[config.mk]
export PLATFORM = sky130hd
export DESIGN_NAME = hdmi_period_decoder_flat
export DESIGN_NICKNAME = d
export VERILOG_FILES = /design/src/rtl/hdmi_period_decoder_if.sv /design/src/rtl/hdmi_period_decoder.sv /design/src/flat_wrapper.sv
export SDC_FILE = /design/constraint.sdc
export NUM_CORES = 1
export LEC_CHECK = 0
export CORE_ASPECT_RATIO = 0.75
export CORE_UTILIZATION = 58
export DETAILED_ROUTE_END_ITERATION = 8
export PLACE_DENSITY = 0.87
export SLEW_MARGIN = 10
export SYNTH_ARGS = -nofsm -noshare
export SYNTH_HDL_FRONTEND = slang
export SYNTH_SLANG_ARGS = --single-unit
[constraint.sdc]
create_clock -name clk_1x_in -period 5.15 [get_ports clk_1x_in]
set_input_delay 1.03 -clock clk_1x_in [delete_from_list [all_inputs] [get_ports clk_1x_in]]
set_output_delay 1.03 -clock clk_1x_in [all_outputs]
set_load 0.05 [all_outputs]
[src/rtl/hdmi_period_decoder_if.sv]
// Decoder-side bundle: raw deserialised TMDS words in, decoded period/sideband/error status out.
// master = word source and status consumer, slave = decoder.
interface hdmi_period_decoder_if #(
  parameter int ERR_CNT_W = 16
);
  logic [29:0]          deser_data;
  logic                 clr_err_in;
  logic                 hsync_terc4;
  logic                 vsync_terc4;
  logic [11:0]          island_data;
  logic                 island_valid;
  logic                 video_active;
  logic [2:0]           period_state;
  logic                 terc4_err;
  logic [ERR_CNT_W-1:0] err_count;

  modport master (
    output deser_data,
    output clr_err_in,
    input  hsync_terc4,
    input  vsync_terc4,
    input  island_data,
    input  island_valid,
    input  video_active,
    input  period_state,
    input  terc4_err,
    input  err_count
  );

  modport slave (
    input  deser_data,
    input  clr_err_in,
    output hsync_terc4,
    output vsync_terc4,
    output island_data,
    output island_valid,
    output video_active,
    output period_state,
    output terc4_err,
    output err_count
  );
endinterface

[src/rtl/hdmi_period_decoder.sv]
// HDMI period tracker: finds preambles/guard bands, decodes control and TERC4 words, counts TERC4 errors.
// All outputs registered, 1 cycle after deser_data; one word per clk_1x_in, no backpressure.
module hdmi_period_decoder #(
  parameter int PREAMBLE_LEN = 8,
  parameter int GUARD_LEN    = 2,
  parameter int ERR_CNT_W    = 16
) (
  input  logic                 clk_1x_in,
  input  logic                 rst_n_in,
  hdmi_period_decoder_if.slave bus
);

  localparam int PW = $clog2(PREAMBLE_LEN + 1);
  localparam int GW = $clog2(GUARD_LEN + 1);
  localparam logic [PW-1:0] PRE_MAX = PW'(PREAMBLE_LEN);
  localparam logic [GW-1:0] GB_MAX  = GW'(GUARD_LEN);

  localparam logic [9:0] GB_VID_OUTER = 10'b1011001100;
  localparam logic [9:0] GB_MID       = 10'b0100110011;

  typedef enum logic [2:0] {
    ST_CTRL        = 3'd0,
    ST_VID_GB      = 3'd1,
    ST_VIDEO       = 3'd2,
    ST_DI_GB_LEAD  = 3'd3,
    ST_ISLAND      = 3'd4,
    ST_DI_GB_TRAIL = 3'd5
  } state_t;

  // Returns {valid, c1, c0}.
  function automatic logic [2:0] ctrl_dec(input logic [9:0] w);
    logic [2:0] r;
    r = 3'b000;
    case (w)
      10'b1101010100: r = 3'b100;
      10'b0010101011: r = 3'b101;
      10'b0101010100: r = 3'b110;
      10'b1010101011: r = 3'b111;
      default:        r = 3'b000;
    endcase
    return r;
  endfunction

  // Returns {valid, nibble}.
  function automatic logic [4:0] terc4_dec(input logic [9:0] w);
    logic [4:0] r;
    r = 5'h00;
    case (w)
      10'b1010011100: r = 5'h10;
      10'b1001100011: r = 5'h11;
      10'b1011100100: r = 5'h12;
      10'b1011100010: r = 5'h13;
      10'b0101110001: r = 5'h14;
      10'b0100011110: r = 5'h15;
      10'b0110001110: r = 5'h16;
      10'b0100111100: r = 5'h17;
      10'b1011001100: r = 5'h18;
      10'b0100111001: r = 5'h19;
      10'b0110011100: r = 5'h1A;
      10'b1011000110: r = 5'h1B;
      10'b1010001110: r = 5'h1C;
      10'b1001110001: r = 5'h1D;
      10'b0101100011: r = 5'h1E;
      10'b1011000011: r = 5'h1F;
      default:        r = 5'h00;
    endcase
    return r;
  endfunction

  logic [9:0] ch0, ch1, ch2;
  logic [2:0] c0d, c1d, c2d;
  logic [4:0] t0d, t1d, t2d;
  logic       is_pre, vid_gb, isl_gb;

  assign ch0 = bus.deser_data[9:0];
  assign ch1 = bus.deser_data[19:10];
  assign ch2 = bus.deser_data[29:20];

  assign c0d = ctrl_dec(ch0);
  assign c1d = ctrl_dec(ch1);
  assign c2d = ctrl_dec(ch2);
  assign t0d = terc4_dec(ch0);
  assign t1d = terc4_dec(ch1);
  assign t2d = terc4_dec(ch2);

  assign is_pre = (c1d == 3'b101) && c2d[2];
  assign vid_gb = (ch0 == GB_VID_OUTER) && (ch1 == GB_MID) && (ch2 == GB_VID_OUTER);
  assign isl_gb = (ch1 == GB_MID) && (ch2 == GB_MID) && t0d[4];

  state_t          state_q, state_d;
  logic [PW-1:0]   pre_cnt_q, pre_cnt_d;
  logic [1:0]      pre_pat_q, pre_pat_d;
  logic [GW-1:0]   gb_cnt_q, gb_cnt_d;
  logic            isl_ctrl_err;

  always_ff @(posedge clk_1x_in or negedge rst_n_in) begin
    if (!rst_n_in) begin
      state_q   <= ST_CTRL;
      pre_cnt_q <= '0;
      pre_pat_q <= '0;
      gb_cnt_q  <= '0;
    end else begin
      state_q   <= state_d;
      pre_cnt_q <= pre_cnt_d;
      pre_pat_q <= pre_pat_d;
      gb_cnt_q  <= gb_cnt_d;
    end
  end

  // Guard states hand over on the word after the last guard word, so that word
  // is already classified as VIDEO/ISLAND payload.
  always_comb begin
    state_d      = state_q;
    pre_cnt_d    = '0;
    pre_pat_d    = pre_pat_q;
    gb_cnt_d     = '0;
    isl_ctrl_err = 1'b0;
    case (state_q)
      ST_CTRL: begin
        if (is_pre) begin
          pre_pat_d = c2d[1:0];
          if ((pre_cnt_q != '0) && (c2d[1:0] == pre_pat_q))
            pre_cnt_d = (pre_cnt_q == PRE_MAX) ? PRE_MAX : pre_cnt_q + 1'b1;
          else
            pre_cnt_d = PW'(1);
        end else if ((pre_cnt_q == PRE_MAX) && (pre_pat_q == 2'b00) && vid_gb) begin
          state_d  = ST_VID_GB;
          gb_cnt_d = GW'(1);
        end else if ((pre_cnt_q == PRE_MAX) && (pre_pat_q == 2'b01) && isl_gb) begin
          state_d  = ST_DI_GB_LEAD;
          gb_cnt_d = GW'(1);
        end
      end
      ST_VID_GB: begin
        if (gb_cnt_q == GB_MAX) begin
          state_d = ST_VIDEO;
        end else if (vid_gb) begin
          gb_cnt_d = gb_cnt_q + 1'b1;
        end else begin
          state_d = ST_CTRL;
        end
      end
      ST_DI_GB_LEAD: begin
        if (gb_cnt_q == GB_MAX) begin
          state_d = ST_ISLAND;
        end else if (isl_gb) begin
          gb_cnt_d = gb_cnt_q + 1'b1;
        end else begin
          state_d = ST_CTRL;
        end
      end
      ST_VIDEO: begin
        if (c0d[2]) state_d = ST_CTRL;
      end
      ST_ISLAND: begin
        if (c0d[2]) begin
          state_d      = ST_CTRL;
          isl_ctrl_err = 1'b1;
        end else if (isl_gb) begin
          state_d  = ST_DI_GB_TRAIL;
          gb_cnt_d = GW'(1);
        end
      end
      ST_DI_GB_TRAIL: begin
        if (c0d[2] || (gb_cnt_q == GB_MAX)) begin
          state_d = ST_CTRL;
        end else begin
          gb_cnt_d = gb_cnt_q + 1'b1;
        end
      end
      default: state_d = ST_CTRL;
    endcase
  end

  logic                 hs_q, vs_q, hs_d, vs_d;
  logic [11:0]          idat_q, idat_d;
  logic                 ivld_q, ivld_d;
  logic                 vact_q;
  logic                 err_q, err_d;
  logic [ERR_CNT_W-1:0] ecnt_q;

  // Each word is interpreted in the period it enters, matching period_state.
  always_comb begin
    hs_d   = hs_q;
    vs_d   = vs_q;
    idat_d = idat_q;
    ivld_d = 1'b0;
    err_d  = isl_ctrl_err;
    case (state_d)
      ST_CTRL: begin
        if (c0d[2]) {vs_d, hs_d} = c0d[1:0];
      end
      ST_DI_GB_LEAD, ST_DI_GB_TRAIL: begin
        if (t0d[4]) {vs_d, hs_d} = t0d[1:0];
        else        err_d = 1'b1;
      end
      ST_ISLAND: begin
        if (t0d[4]) {vs_d, hs_d} = t0d[1:0];
        if (t0d[4] && t1d[4] && t2d[4]) begin
          ivld_d = 1'b1;
          idat_d = {t2d[3:0], t1d[3:0], t0d[3:0]};
        end else begin
          err_d = 1'b1;
        end
      end
      default: ;
    endcase
  end

  always_ff @(posedge clk_1x_in or negedge rst_n_in) begin
    if (!rst_n_in) begin
      hs_q   <= 1'b0;
      vs_q   <= 1'b0;
      idat_q <= '0;
      ivld_q <= 1'b0;
      vact_q <= 1'b0;
      err_q  <= 1'b0;
      ecnt_q <= '0;
    end else begin
      hs_q   <= hs_d;
      vs_q   <= vs_d;
      idat_q <= idat_d;
      ivld_q <= ivld_d;
      vact_q <= (state_d == ST_VIDEO);
      err_q  <= err_d;
      // Clear wins over a coincident error; the count sticks at all-ones.
      if (bus.clr_err_in)
        ecnt_q <= '0;
      else if (err_d && !(&ecnt_q))
        ecnt_q <= ecnt_q + 1'b1;
    end
  end

  assign bus.hsync_terc4  = hs_q;
  assign bus.vsync_terc4  = vs_q;
  assign bus.island_data  = idat_q;
  assign bus.island_valid = ivld_q;
  assign bus.video_active = vact_q;
  assign bus.period_state = state_q;
  assign bus.terc4_err    = err_q;
  assign bus.err_count    = ecnt_q;

endmodule

[src/flat_wrapper.sv]
// flat-port wrapper written by rule: the top's interface ports become plain ports
module hdmi_period_decoder_flat 
#(
  parameter int PREAMBLE_LEN = 8,
  parameter int GUARD_LEN    = 2,
  parameter int ERR_CNT_W    = 16
)
  (clk_1x_in, rst_n_in, bus_deser_data, bus_clr_err_in, bus_hsync_terc4, bus_vsync_terc4, bus_island_data, bus_island_valid, bus_video_active, bus_period_state, bus_terc4_err, bus_err_count);
  hdmi_period_decoder_if #(.ERR_CNT_W(ERR_CNT_W)) bus_i ();
  input  logic clk_1x_in;
  input  logic rst_n_in;
  input wire logic [$bits(bus_i.deser_data)-1:0] bus_deser_data;
  input wire logic [$bits(bus_i.clr_err_in)-1:0] bus_clr_err_in;
  output wire logic [$bits(bus_i.hsync_terc4)-1:0] bus_hsync_terc4;
  output wire logic [$bits(bus_i.vsync_terc4)-1:0] bus_vsync_terc4;
  output wire logic [$bits(bus_i.island_data)-1:0] bus_island_data;
  output wire logic [$bits(bus_i.island_valid)-1:0] bus_island_valid;
  output wire logic [$bits(bus_i.video_active)-1:0] bus_video_active;
  output wire logic [$bits(bus_i.period_state)-1:0] bus_period_state;
  output wire logic [$bits(bus_i.terc4_err)-1:0] bus_terc4_err;
  output wire logic [$bits(bus_i.err_count)-1:0] bus_err_count;
  assign bus_i.deser_data = bus_deser_data;
  assign bus_i.clr_err_in = bus_clr_err_in;
  assign bus_hsync_terc4 = bus_i.hsync_terc4;
  assign bus_vsync_terc4 = bus_i.vsync_terc4;
  assign bus_island_data = bus_i.island_data;
  assign bus_island_valid = bus_i.island_valid;
  assign bus_video_active = bus_i.video_active;
  assign bus_period_state = bus_i.period_state;
  assign bus_terc4_err = bus_i.terc4_err;
  assign bus_err_count = bus_i.err_count;
  hdmi_period_decoder #(.PREAMBLE_LEN(PREAMBLE_LEN), .GUARD_LEN(GUARD_LEN), .ERR_CNT_W(ERR_CNT_W)) u_core (.clk_1x_in(clk_1x_in), .rst_n_in(rst_n_in), .bus(bus_i));
endmodule
### Word level (Yosys, flattened, before mapping)

Index checks and enable logic that the tools add are counted.

* output and inout port bits: 36
* bits of input ports: 33
* ROM bits: 0
* memories: 0
* logic and storage cells: 167
* register bits after elaboration: 44
* latch bits: 0
* RAM bits: 0

* multiplexer cells: 48
* bitwise gates (word level): 0
* equal/unequal tests: 78
* multipliers: 0
* order comparisons: 0
* div/mod/pow operators: 0
* add/subtract/negate cells: 3
* reductions and logical operators: 27
* shifts and indexed selects: 0

Operators with widths (count)
* 10-bit == test (second input constant): 33
* 10-bit by 9-bit == test with 1-bit output (second input constant): 26
* 5-bit case mux with 16 select lines: 3
* 3-bit case mux with 4 select lines: 3
* 3-bit two-way mux: 11
* 16-bit two-way mux: 2
* 10-bit by 8-bit == test with 1-bit output (second input constant): 3
* 3-bit case mux with 6 select lines: 1
* 16-bit by 1-bit adder with 16-bit output (second input constant): 1
* 2-bit two-way mux: 8
* 4-bit two-way mux: 4
* 16-bit AND reduction: 1
* 3-bit == test (second input constant): 5
* 1-bit logical AND: 13
* 3-bit by 2-bit == test with 1-bit output (second input constant): 4
* 1-bit two-way mux: 12
* 2-bit case mux with 5 select lines: 1
* 3-bit logical NOT: 2
* 1-bit case mux with 2 select lines: 3
* 4-bit by 1-bit adder with 4-bit output (second input constant): 1
* 4-bit == test (second input constant): 1
* 2-bit by 1-bit inequality test with 1-bit output (second input constant): 2
* 2-bit AND reduction: 2
* 2-bit nonzero test: 2
* other kinds (12): 12

### Depth between registers and ports, before layout

Gate-level depths: netlist of the first run.

* depth after elaboration: 14
* depth in mapped cells: 12
* mapped depth without buffers: 10

### Least setup slack after synthesis of the first run

Ideal clock, no wire load.

* path type: input to register
* start point: in bus_deser_data[6]
* end point: reg u_core.idat_q[1], in the netlist u_core.bus.island_data[1]
* cell stages on the path: 9
* slack: 1.635 ns
* arrival time: 3.387 ns
* path buffers: 2
* setup time: 0.128 ns
* required time: 5.022 ns
* cells stage by stage: buf_6 or4b_4 or3b_1 a21o_1 and4_4 a211o_1 nor3_2 buf_4 mux2_1

* word-level cells in the longest chain between the ends: 10
* elaborated cells on any way between the ends: 44
* classes of those cells: 21 x eq/ne; 14 x mux; 9 x reduce/logical

Ends and longest elaborated chain
* start, declared: RTL line flat_wrapper.sv:12 `input wire logic [$bits(bus_i.deser_data)-1:0] bus_deser_data;`
* 10-bit == test, or another cell as far along: RTL line hdmi_period_decoder.sv:48 `case (w)`
* 5-bit case mux with 16 select lines: RTL line hdmi_period_decoder.sv:48
* 1-bit logical AND: RTL line hdmi_period_decoder.sv:88 `assign isl_gb = (ch1 == GB_MID) && (ch2 == GB_MID) && t0d[4];`
* 1-bit logical AND: RTL line hdmi_period_decoder.sv:129 `end else if ((pre_cnt_q == PRE_MAX) && (pre_pat_q == 2'b01) && isl_gb) begin`
* 3-bit two-way mux: RTL line hdmi_period_decoder.sv:129
* 3-bit two-way mux: RTL line hdmi_period_decoder.sv:126 `end else if ((pre_cnt_q == PRE_MAX) && (pre_pat_q == 2'b00) && vid_gb) begin`
* 3-bit two-way mux: RTL line hdmi_period_decoder.sv:120 `if (is_pre) begin`
* 3-bit case mux with 6 select lines: RTL line hdmi_period_decoder.sv:118 `case (state_q)`
* 3-bit == test: RTL line hdmi_period_decoder.sv:189 `case (state_d)`
* 2-bit AND reduction (no source line)
* end signal, assigned: RTL line hdmi_period_decoder.sv:222 `idat_q <= idat_d;`
* end, declared: RTL line hdmi_period_decoder.sv:176 `logic [11:0] idat_q, idat_d;`

Several ways; a longest one is shown, not always the timed one.
A chain may end at the register's enable or synchronous reset.

### Worst setup path after layout of the first run

* start point: in bus_deser_data[7]
* end point: reg u_core.ecnt_q[0], in the netlist u_core.bus.err_count[0]

* word-level cells in the longest chain between the ends: 13
* elaborated cells on any way between the ends: 53
* classes of those cells: 23 x eq/ne; 19 x mux; 11 x reduce/logical

Ends and longest elaborated chain
* 10-bit == test, or another cell as far along: RTL line hdmi_period_decoder.sv:48
* 5-bit case mux with 16 select lines: RTL line hdmi_period_decoder.sv:48
* 1-bit logical AND: RTL line hdmi_period_decoder.sv:88
* 1-bit logical AND: RTL line hdmi_period_decoder.sv:129
* 3-bit two-way mux: RTL line hdmi_period_decoder.sv:129
* 3-bit two-way mux: RTL line hdmi_period_decoder.sv:126
* 3-bit two-way mux: RTL line hdmi_period_decoder.sv:120
* 3-bit case mux with 6 select lines: RTL line hdmi_period_decoder.sv:118
* 3-bit by 2-bit == test with 1-bit output / 3-bit == test (equally long branches): RTL line hdmi_period_decoder.sv:189
* 2-bit OR reduction: RTL line hdmi_period_decoder.sv:189
* 1-bit case mux with 2 select lines (*): RTL line hdmi_period_decoder.sv:189
* 1-bit logical AND (*): RTL line hdmi_period_decoder.sv:229 `else if (err_d && !(&ecnt_q))`
* 2-bit nonzero test (no source line) (*)
* end signal, assigned: RTL line hdmi_period_decoder.sv:230 `ecnt_q <= ecnt_q + 1'b1;`
* end, declared: RTL line hdmi_period_decoder.sv:180 `logic [ERR_CNT_W-1:0] ecnt_q;`

Mark *: on every way between the ends. The rest lies on a longest branch, timed or not.

==> results.py, run 1 <==
metrics = {
    "status": {
        "outcome": "complete, no violations",
    },
    "timing": {
        "worst_clock_skew_ps": 7.33,
        "setup_slack_ps": 907,
        "timing.final.crit_share_pct": 82.4,
        "slew_viol_final": 0,
        "setup_viol": 0,
        "fin_hold_ws_ps": 494,
        "fin_setup_tns_ps": 0,
        "maxSlewHeadroom_pct": 23.7,
        "final_worst_path_period_need_ps": 4240,
        "fmax_ghz": 0.236,
        "grt_setup_unrepaired": "no",
        "tightestPinTransition_ps": 1140,
        "final_hold_viol_count": 0,
    },
    "routing": {
        "detail-route-antenna-nets": 0,
        "totalWireLength_um": 9620,
        "drc": 0,
        "route.detailed.wl_per_inst_um": 17.3,
        "detailroute.via_count": 3668,
        "initialDrtViolationCount": 267,
        "first_pass_iters": 5,
        "via_per_inst": 6.60,
    },
    "die": {
        "initial_utilization_pct": 61.8,
        "die_height_um": 71.1,
        "pin_count": 69,
        "coreArea_mm2": 0.00598,
        "num_rows": 24,
        "die-width_um": 94.1,
        "floorplan.die_area_mm2": 0.00669,
    },
    "clocking": {
        "clock_insertion_delay_worst_skew_ps": 300,
        "cts.hold.buffers_added": 0,
        "cts_tree": "built",
        "clock_slew_at_the_register_clock_pins_of_the_worst_setup_and_hold_paths_ps": 90,
        "cts-buffers-inserted": 5,
        "cts.path.max_buffers": 2,
        "clk_root_buffer_cell": "clkbuf_8",
        "tritoncts_num_sinks": 44,
        "depth_of_the_cts_h_tree": 2,
        "postCtsResizedCells": 0,
        "post_cts_buffers": 0,
    },
    "worst_setup_path": {
        "cp-start-kind": "primary input",
        "crit_fanout": 30,
        "crit_path_required_time_ps": 5340,
        "critPathArrivalTime_ps": 4430,
        "critPathCaptureType": "flop",
        "timing.setup.critical_path_class": "primary input to flop",
    },
    "global_route": {
        "gr-usage-all-layers_pct": 30.0,
        "globalRouteOverflowTotal": 0,
        "grt_max_degree": 45,
        "grt_antenna_before_repair": 0,
        "global_route_wire_length_before_repair_um": 15800,
        "first_global_vias": 3284,
    },
    "synth": {
        "synth_area_per_cell_um2": 8.71,
        "yosysUniqueCellTypes": 73,
        "synth.yosys.warnings": 0,
        "synthesis.instances": 424,
        "asyncSetResetFlopFracSynth_pct": 100,
        "synth.cell_area_mm2": 0.00369,
        "ys_ff_latch": 44,
        "synth-edff-count": 0,
        "seq_total_area_yosys_pct": 29.8,
        "ys_dominant_reg_cell": "dfrtp_1",
        "syn_nets": 461,
    },
    "layout": {
        "final_cell_area_mm2": 0.00446,
        "multi_input_comb_area_mm2": 0.00239,
        "antenna_cells": 0,
        "layout-drive-gt1-share_pct": 6.90,
        "fin_nets": 514,
        "final-seq-area_mm2": 0.00110,
        "syn2layout_area_growth_pct": 20.7,
        "nFillCells": 455,
    },
    "power_and_ir_drop": {
        "p_per_area_mw_per_mm2": 194,
        "p_leak_nw": 1.67,
        "finalPower_mw": 0.865,
        "max-vdd-ir-drop_mv": 0.164,
    },
    "place": {
        "place.gp.congestion": 0.924,
        "place_worst_setup_slack_ps": 618,
        "dp.final_hpwl_um": 7340,
        "numPortBuffers": 68,
        "place_area_mm2": 0.00434,
    },
    "worst_hold_path": {
        "worst_hold_path_type": "flop to flop",
    },
    "flow_run": {
        "max-cap-violations": 0,
    },
}
==> per-layer routing <==
| layer | track usage [%] | vias up | routed length, um |
|---|---|---|---|
| met5 | 0 | - | 0 |
| met2 | 44.9 | 194 | 4280 |
| met3 | 6.34 | 22 | 801 |
| li1 | - | 1731 | - |
| met1 | 42.8 | 1721 | 4330 |
| met4 | 10.1 | 0 | 210 |
==> sequential cells by signal, summed over array words and instances, names as in the netlist, 2 cells and up <==
name	count
u_core.bus.err_count	16
u_core.bus.island_data	12
u_core.pre_cnt_q	4
u_core.bus.period_state	3
u_core.gb_cnt_q	2
u_core.pre_pat_q	2
==> where the power goes <==
part           switching, mW  internal (mW)  total [mW]
Sequential            0.0123          0.357       0.369
Combinational          0.131         0.0832       0.214
Clock                  0.122          0.159       0.281
==> metrics by stage <==
stage,util (%),std cells
floorplan,-,424
global placement,72.6,548
detailed placement,72.6,548
CTS,74.6,556
global route,74.6,556
finish,74.6,556
==> worst max-delay path: stages <==
cell and delay, ps:
clkdlybuf4s50_1 620, or4b_4 610, or3b_1 400, a21o_1 190, and4_4 200, a211o_1 290
a31oi_4 600, nor2_2 140, mux2_4 340
==> layout by cell type (no fill, tap or decap), types with 14 or more instances in the layout <==
cell type,instances
clkdlybuf4s50_1,67
dfrtp_1,44
nor2b_1,24
nand2_1,24
nand2b_1,23
nor2_1,23
nand3_1,20
a21oi_1,20
nand4_1,16
inv_1,14
==> layout make-up <==
cell class,instances,area share (%)
clock buffer,6,1.85
clock inverter,2,0.870
inverter,15,1.26
multi-input combinational,341,53.6
sequential,44,24.7
tap,78,2.19
timing repair buffer,70,15.5
==> worst paths after layout <==
check                      depth (start not counted)                                  start  slack, ps                               endpoint
setup reg to reg                                  10          u_core.pre_cnt_q[0]$_DFF_PN0_       2310    u_core.bus.err_count[0]$_DFFE_PN0P_
max in group asynchronous                          1                               rst_n_in       3660    u_core.bus.err_count[2]$_DFFE_PN0P_
hold / removal                                     1  u_core.bus.island_data[5]$_DFFE_PN0P_        490  u_core.bus.island_data[5]$_DFFE_PN0P_
min in group asynchronous                          1                               rst_n_in        890          u_core.pre_cnt_q[2]$_DFF_PN0_
setup / recovery                                   9                      bus_deser_data[7]        910    u_core.bus.err_count[0]$_DFFE_PN0P_
hold reg to reg                                    1  u_core.bus.island_data[5]$_DFFE_PN0P_        490  u_core.bus.island_data[5]$_DFFE_PN0P_
==> synthesized netlist by cell type (8+ instances only) <==
cell	instances	area share (%)
nand4b_1	8	1.9
mux2_1	11	3.4
dfrtp_1	44	30
clkbuf_1	9	0.91
a21oi_1	20	2.7
nand3_1	20	2.7
nand2_1	24	2.4
nor4bb_1	11	3.0
or4_1	13	2.6
inv_1	14	1.4
o31ai_1	13	2.6
nor2_1	23	2.3
nand4_1	16	2.7
nand2b_1	23	3.9
o21ai_0	12	1.6
nor2b_1	24	4.1
==> cell families (layout without fill, tap and decap cells) <==
kind of cell / count (synthesis) / in the layout / synth area share (%)
and+or+nand+nor: 213 / 213 / 36.9
AOI/OAI and AO/OA: 93 / 93 / 18.0
DFF: 44 / 44 / 29.8
buffers and inverters: 39 / 93 / 5.42
muxes: 18 / 18 / 5.49
xor gates and xnor gates: 13 / 13 / 3.08
adders and majority gates: 4 / 4 / 1.36
(Power assumes the default switching activity.)
==> run 2, diff against run 1 <==
CORE_UTILIZATION = 48   (was 58)
PLACE_DENSITY = 0.77   (was 0.87)
clock period = 3.4 ns   (was 5.15 ns; I/O delays follow)
==> run 2 against run 1 <==
  * Clock power is 20% higher
  * Critical path depth grew 1
  * Die area is 20% higher
  * Cell count up 21%
  * Hold slack got worse by 5.0 ps
  * Sequential cell count unchanged
  * Power is 50% higher
  * Global-route usage shrank 4.1 points
  * Critical endpoint unchanged
==> results.py, run 2 (synthesized netlist as in run 1, its figures left out) <==
metrics = {
    "routing": {
        "first_pass_iters": 4,
        "drc": 0,
        "totalWireLength_um": 10100,
        "detailroute.via_count": 3916,
        "detail-route-antenna-nets": 0,
        "initialDrtViolationCount": 127,
        "via_per_inst": 5.80,
        "route.detailed.wl_per_inst_um": 14.9,
    },
    "timing": {
        "worst_clock_skew_ps": 9.75,
        "setup_viol": 0,
        "final_worst_path_period_need_ps": 3370,
        "maxSlewHeadroom_pct": 34.9,
        "slew_viol_final": 0,
        "setup_slack_ps": 31.2,
        "tightestPinTransition_ps": 976,
        "final_hold_viol_count": 0,
        "timing.final.crit_share_pct": 99.1,
        "fin_hold_ws_ps": 489,
        "fmax_ghz": 0.297,
    },
    "die": {
        "pin_count": 69,
        "coreArea_mm2": 0.00740,
        "die-width_um": 103,
        "die_height_um": 78.0,
        "initial_utilization_pct": 49.9,
        "floorplan.die_area_mm2": 0.00805,
        "num_rows": 27,
    },
    "global_route": {
        "globalRouteOverflowTotal": 0,
        "grtUsageMet1_pct": 36.6,
        "grt_max_degree": 45,
        "global_route_wire_length_before_repair_um": 16800,
        "gr-usage-all-layers_pct": 25.8,
        "gr-usage-met2_pct": 43.4,
        "grt_busiest_layer": "met2",
        "first_global_vias": 3638,
        "met3_usage_pct": 3.15,
        "grt_antenna_before_repair": 0,
    },
    "clocking": {
        "cts.hold.buffers_added": 0,
        "cts_tree": "built",
        "clk_root_buffer_cell": "clkbuf_8",
        "cts-buffers-inserted": 5,
        "clock_slew_at_the_register_clock_pins_of_the_worst_setup_and_hold_paths_ps": 80,
        "depth_of_the_cts_h_tree": 2,
        "clock_insertion_delay_worst_skew_ps": 290,
        "cts.path.max_buffers": 2,
        "tritoncts_num_sinks": 44,
    },
    "layout": {
        "final_cell_area_mm2": 0.00525,
        "most_used_cells_in_the_layout_excluding_fill_and_tap_cells": "buf_4, clkdlybuf4s50_1, dfrtp_1",
        "layout_commonest_cell": "buf_4",
        "final-seq-area_mm2": 0.00110,
        "layout-drive-gt1-share_pct": 23.7,
        "fin_cells": 675,
        "multi_input_comb_area_mm2": 0.00243,
        "syn2layout_area_growth_pct": 42.1,
        "antenna_cells": 0,
        "fin_nets": 610,
        "largest_register_ff_count": 16,
        "nFillCells": 604,
    },
    "worst_hold_path": {
        "worst_hold_path_type": "flop to flop",
    },
    "place": {
        "placedCellCount": 662,
        "place_area_mm2": 0.00506,
        "place.gp.congestion": 0.908,
        "numPortBuffers": 68,
        "place_worst_setup_slack_ps": -377,
        "dp.final_hpwl_um": 7970,
    },
    "worst_setup_path": {
        "critPathArrivalTime_ps": 3540,
        "crit_path_required_time_ps": 3580,
        "timing.setup.critical_path_class": "primary input to flop",
        "crit_fanout": 5,
        "cp-start-kind": "primary input",
        "critPathCaptureType": "flop",
    },
    "power_and_ir_drop": {
        "finalPower_mw": 1.29,
        "p_leak_nw": 2.19,
        "max-vdd-ir-drop_mv": 0.188,
        "p_per_area_mw_per_mm2": 246,
    },
    "flow_run": {
        "max-cap-violations": 0,
    },
    "status": {
        "outcome": "complete, no violations",
    },
}
[run 2: changes by cell type in the layout (fill, tap and decap cells not counted), moves of 2 or more]
cell,previous run,this run
buf_4,2,96
clkinv_2,0,2
dlymetal6s2s_1,0,7
nor2b_2,0,2
a21oi_2,0,2
clkdlybuf4s50_1,67,59
a21oi_1,20,18
nor2b_1,24,22
[run 2: critical path, stage by stage]
cell	delay, ps
clkdlybuf4s50_1	540
or4b_1	580
o32a_1	230
o221a_2	300
and4_4	210
a211o_4	300
a31oi_4	220
buf_4	160
nor2_2	40
mux2_4	290
[run 2: path summary, 6_finish.rpt]
kind	start	endpoint	slack, ps	cells after the start
setup / recovery	bus_deser_data[3]	u_core.bus.err_count[0]$_DFFE_PN0P_	30	10
hold / removal	u_core.bus.island_data[2]$_DFFE_PN0P_	u_core.bus.island_data[2]$_DFFE_PN0P_	490	1
setup reg to reg	u_core.pre_cnt_q[0]$_DFF_PN0_	u_core.bus.island_data[0]$_DFFE_PN0P_	790	12
hold reg to reg	u_core.bus.island_data[2]$_DFFE_PN0P_	u_core.bus.island_data[2]$_DFFE_PN0P_	490	1
max in group asynchronous	rst_n_in	u_core.bus.island_data[3]$_DFFE_PN0P_	2250	1
min in group asynchronous	rst_n_in	u_core.gb_cnt_q[1]$_DFF_PN0_	540	1
[run 2: repair_timing]
item / CTS / global route
pin swaps: 0 / 7
setup buffers: 0 / 5
endpoints found under the setup margin: 11 / 26
resized for setup: 1 / 16
endpoints found under the hold margin: 0 / 0
[run 2: cell type report]
| type | count | share of cell area, % |
|---|---|---|
| sequential | 44 | 21.0 |
| inverter | 15 | 1.07 |
| clock inverter | 2 | 0.191 |
| tap | 101 | 2.41 |
| clock buffer | 6 | 1.57 |
| multi-input combinational | 341 | 46.3 |
| timing repair buffer | 166 | 27.5 |
[run 2: through the flow]
step | setup TNS (ps) | util [%]
CTS | 0 | 69.7
global placement | -6240 | 68.4
floorplan | 0 | -
finish | 0 | 71.0
global route | -674 | 71.0
detailed placement | -7990 | 68.4
[run 2: report_power, final]
part,internal (mW),total (mW),switching (mW)
clock,0.162,0.336,0.174
combinational,0.183,0.396,0.213
sequential,0.541,0.561,0.0202
[run 2: metal layers]
layer,share of wire (%),up-vias
li1,-,1917
met1,47,1901
met2,49,96
met3,4.1,2
met4,0.020,0
met5,0,-
